[src/rtl/if_id_buffer.sv]
// Fetch-to-decode instruction buffer: circular queue of DEPTH entries holding pc, inst and fetch trap flags.
// Latency: an entry accepted at edge N is presented on id_* after edge N; there is no bypass while the buffer is empty.
// Backpressure: if_ready drops when full (registered count only); a decode stall holds the head entry; flush kills all entries.
module if_id_buffer #(
    parameter int              XLEN     = 32,
    parameter int              DEPTH    = 2,
    parameter logic [XLEN-1:0] NOP_INST = 32'h0000_0013
) (
    input  logic                         clk,
    input  logic                         rst,
    input  logic                         if_valid,
    input  logic [XLEN-1:0]              if_pc,
    input  logic [XLEN-1:0]              if_inst,
    input  logic                         if_int_flag,
    input  logic                         if_exp_flag,
    input  logic                         if_inst_addr_misal,
    output logic                         if_ready,
    input  logic                         flush,
    input  logic                         id_stall,
    output logic                         id_valid,
    output logic [XLEN-1:0]              id_pc,
    output logic [XLEN-1:0]              id_inst,
    output logic                         id_int_flag,
    output logic                         id_exp_flag,
    output logic                         id_inst_addr_misal,
    output logic [$clog2(DEPTH):0]       occupancy
);

    localparam int AW = $clog2(DEPTH);
    localparam int CW = AW + 1;

    // One buffered fetch entry; flags stay bit-exact with their own pc/inst.
    typedef struct packed {
        logic [XLEN-1:0] pc;
        logic [XLEN-1:0] inst;
        logic            int_flag;
        logic            exp_flag;
        logic            inst_addr_misal;
    } entry_t;

    entry_t          mem_q   [DEPTH];
    entry_t          mem_d   [DEPTH];
    logic [AW-1:0]   wr_ptr_q, wr_ptr_d;
    logic [AW-1:0]   rd_ptr_q, rd_ptr_d;
    logic [CW-1:0]   count_q,  count_d;
    logic            push;
    logic            pop;
    entry_t          head;

    // Handshake terms come from registered count only, so fetch sees no input-to-output path.
    always_comb begin
        if_ready = (count_q != CW'(DEPTH));
        id_valid = (count_q != '0);
        push     = if_valid & if_ready & ~flush;
        pop      = id_valid & ~id_stall & ~flush;
    end

    // Next-state for storage, pointers and count; flush wins over everything and drops any same-cycle push.
    always_comb begin
        mem_d    = mem_q;
        wr_ptr_d = wr_ptr_q;
        rd_ptr_d = rd_ptr_q;
        count_d  = count_q;
        if (flush) begin
            wr_ptr_d = '0;
            rd_ptr_d = '0;
            count_d  = '0;
        end else begin
            if (push) begin
                mem_d[wr_ptr_q].pc              = if_pc;
                mem_d[wr_ptr_q].inst            = if_inst;
                mem_d[wr_ptr_q].int_flag        = if_int_flag;
                mem_d[wr_ptr_q].exp_flag        = if_exp_flag;
                mem_d[wr_ptr_q].inst_addr_misal = if_inst_addr_misal;
                wr_ptr_d = wr_ptr_q + AW'(1);
            end
            if (pop) begin
                rd_ptr_d = rd_ptr_q + AW'(1);
            end
            if (push && !pop) begin
                count_d = count_q + CW'(1);
            end else if (pop && !push) begin
                count_d = count_q - CW'(1);
            end
        end
    end

    // State registers; reset clears entries too so the head reads zero after reset.
    always_ff @(posedge clk or posedge rst) begin
        if (rst) begin
            wr_ptr_q <= '0;
            rd_ptr_q <= '0;
            count_q  <= '0;
            for (int i = 0; i < DEPTH; i++) begin
                mem_q[i] <= '0;
            end
        end else begin
            wr_ptr_q <= wr_ptr_d;
            rd_ptr_q <= rd_ptr_d;
            count_q  <= count_d;
            for (int i = 0; i < DEPTH; i++) begin
                mem_q[i] <= mem_d[i];
            end
        end
    end

    // Head presentation; an empty buffer shows a NOP with zero pc and flags, since stale entries are never cleared.
    always_comb begin
        head               = mem_q[rd_ptr_q];
        occupancy          = count_q;
        id_pc              = '0;
        id_inst            = NOP_INST;
        id_int_flag        = 1'b0;
        id_exp_flag        = 1'b0;
        id_inst_addr_misal = 1'b0;
        if (id_valid) begin
            id_pc              = head.pc;
            id_inst            = head.inst;
            id_int_flag        = head.int_flag;
            id_exp_flag        = head.exp_flag;
            id_inst_addr_misal = head.inst_addr_misal;
        end
    end

endmodule

[config.mk]
export PLATFORM = sky130hd
export DESIGN_NAME = if_id_buffer
export DESIGN_NICKNAME = d
export VERILOG_FILES = /design/src/rtl/if_id_buffer.sv
export SDC_FILE = /design/constraint.sdc
export NUM_CORES = 1
export LEC_CHECK = 0
export CAP_MARGIN = 20
export CORE_AREA = 2 2 115 117
export CTS_BUF_LIST = sky130_fd_sc_hd__clkbuf_4
export DETAILED_ROUTE_END_ITERATION = 7
export DIE_AREA = 0 0 117 119
export MAX_ROUTING_LAYER = met4
export PLACE_DENSITY = 0.78
export SYNTH_ARGS = -nofsm -noshare
export SYNTH_HDL_FRONTEND = slang
export SYNTH_SLANG_ARGS = --single-unit
[constraint.sdc]
create_clock -name clk -period 5.6 [get_ports clk]
set_input_delay 0.84 -clock clk [delete_from_list [all_inputs] [get_ports clk]]
set_output_delay 0.84 -clock clk [all_outputs]
set_load 0.01 [all_outputs]
==> flow_summary.toml <==
[logic_synthesis]
yosys_warnings = 0
syn_area_mm2 = 0.006195
synth.area.mux_share = 0.3518
synth_cell_type_count = 24
ys_seq_area_frac = 0.5575
ys_ff_latch = 138
synthesis.nets = 532
synth_xor_area_frac = 0
synthSimpleGateAreaFrac = 0.05474
synth_top_family_by_area = "multiplexers"
synthAdderAreaFrac = 0
netlist_instances = 460
synth.avg_cell_area_um2 = 13.47
synth_compound_area_frac = 0.007069

[die]
dieWidth_um = 117
die_y_um = 119
coreArea_mm2 = 0.01287
io_pins = 143
initial_core_util = 0.4811
num_rows = 42
fp.dieArea_mm2 = 0.01392

[timing]
setup-violations-final = 0
finalCriticalPeriod_ns = 3.801
rsz0062_at_grt = "false"
slew_headroom = 0.2742
fmax_mhz = 263.1
clock_skew_ns = 0.02214
slew_viol_final = 0
setup_slack_ns = 1.799
hold_violations = 0
fin_crit_sh = 0.6787
worst_slew_pin_slew_ns = 1.086
setup_tns_ns = 0

[detailed_routing]
vias = 4057
drtIter0Drc = 139
drc = 0
first_pass_iters = 4
drt-total-wl_mm = 12.97
antenna_left = 0
avgRoutedWirePerCell_um = 16.50
via_per_inst = 5.162

[final_layout]
antenna_cells = 0
synthToLayoutAreaGrowth_pct = 29.79
final_common_cell = "clkdlybuf4s50_1"
fin_nets = 670
fillers = 1041
final_cell_mix = "142 x clkdlybuf4s50_1, 137 x dfrtp_1, 104 x mux2_2"
drive_above_1_share = 0.2344

[worst_setup_path]
ff2ff_path_depth = 5
r2r-start = "occupancy[1]"
critPathKind = "reg -> out"
rrSetupSlack_ns = 3.29
cp.required_ns = 4.76
endpoint_kind = "output pin"
worstPathMaxFanout = 45
cp_data_arrival_time_ns = 2.96
rr_endpoint = "mem_q[59]"
start_kind = "flip-flop"

[clock_network]
clkLatencyLatePin_ns = 0.55
h-tree-depth = 4
cts_resized = 0
cts_made_buffers = 17
path_clk_slew_ns = 0.12
cts.path.max_buffers = 2
post_cts_buffers = 0
clock_sinks = 138
postCtsHoldBufs = 0
root_buffer = "clkbuf_4"
cts_tree = "built"

[place]
post-place-ws_ns = 2.369
port_buffers = 142
finalWeightedCongestion = 0.7215
dpl.hpwl_mm = 8.502

[global_route]
grt_first_pass_wirelength_mm = 21.03
grt_max_degree = 91
gr-total-overflow = 0
grt_pass1_vias = 4335
grt.total_usage = 0.2033
grt_antenna_before_repair = 0

[hold_path]
min_to = "mem_q[101]"
hold_start = "mem_q[101]"
min_delay_path_depth = 1
min_path_type = "reg -> reg"

[job]
maxCapViolCount = 0

[pwr]
p_leak_nw = 3.281
p_per_area_mw_per_mm2 = 334.6
p_total_mw = 2.690
ir_drop_v = 0.0001968

[status]
status = "complete, no violations"
## layout make-up
cell class / count / area, um^2 / share of cell area
flip-flops and latches: 138 / 3457 / 0.4300
multi-input cells: 289 / 2579 / 0.3207
repair buffers: 148 / 1466 / 0.1824
well taps: 176 / 220.2 / 0.02739
clock inverters: 12 / 155.1 / 0.01930
clock buffers: 19 / 142.6 / 0.01774
inverters: 4 / 20.02 / 0.002490
## per-layer routing
layer  global-route usage  wire length [um]  up-vias  share of wire
li1                     -                 -     1877              -
met1               0.2493              5674     2051           0.44
met2               0.3219              6329      107           0.49
met3              0.05802               733       22          0.057
met4              0.07206               233        0          0.018
met5                    -                 0        -              0
## kinds of logic after synthesis
group	after synthesis
multiplexers	201
flip-flops	138
buffers and inverters	33
AND/OR/NAND/NOR	80
AO/OA/AOI/OAI	8
## flip-flops by register name, indices dropped and copies added, names as in the netlist
signal / flops
mem_q: 134
wr_ptr_q: 1
rd_ptr_q: 1
occupancy: 2
## synthesized netlist by cell type, drive strengths merged
cell type | instances | area share
buf | 22 | 0.022
nor2 | 65 | 0.039
a31oi | 1 | 0.0010
mux2 | 134 | 0.24
nand3 | 2 | 0.0016
or3 | 2 | 0.0020
mux2i | 67 | 0.11
clkbuf | 7 | 0.0042
a21o | 1 | 0.0012
nand4b | 1 | 0.0014
inv | 4 | 0.0024
nor2b | 1 | 0.0014
a21oi | 3 | 0.0024
nor4 | 1 | 0.0020
nand2b | 3 | 0.0030
o21ai | 3 | 0.0024
dfrtp | 138 | 0.56
and3b | 1 | 0.0014
nand2 | 4 | 0.0024
## metrics by stage
step / hold slack [ns] / utilization / cell area (um^2) / cells
after floorplan: 0.4574 / - / 6195 / 460
after global placement: 0.4663 / 0.6014 / 7742 / 755
after detailed placement: 0.4739 / 0.6014 / 7742 / 755
after CTS: 0.4983 / 0.6245 / 8040 / 786
after global routing: 0.5123 / 0.6245 / 8040 / 786
final: 0.4941 / 0.6245 / 8040 / 786
## critical path, cell delays in order, from the launching register on
cell and delay, ns:
dfrtp_1 0.49, nor2_4 0.88, buf_4 0.43, nor2_1 0.11
clkdlybuf4s50_1 0.49
## where the power goes
group	switching, mW	internal, mW	leakage [nW]
clock	0.333	0.353	0.166
sequential	0.130	1.23	1.65
combinational	0.248	0.393	1.47
total	0.711	1.98	3.28
## how the worst max path moves through the flow
stage,startpoint,end,slack [ns]
floorplan,rst,mem_q[0],1.06
global placement,occupancy[0],id_pc[25],2.37
detailed placement,occupancy[0],id_pc[25],2.37
CTS,occupancy[0],id_pc[25],1.72
global route,occupancy[0],id_pc[25],1.57
finish,occupancy[0],id_pc[25],1.80
Note: power is estimated with default switching activity, not from simulation.
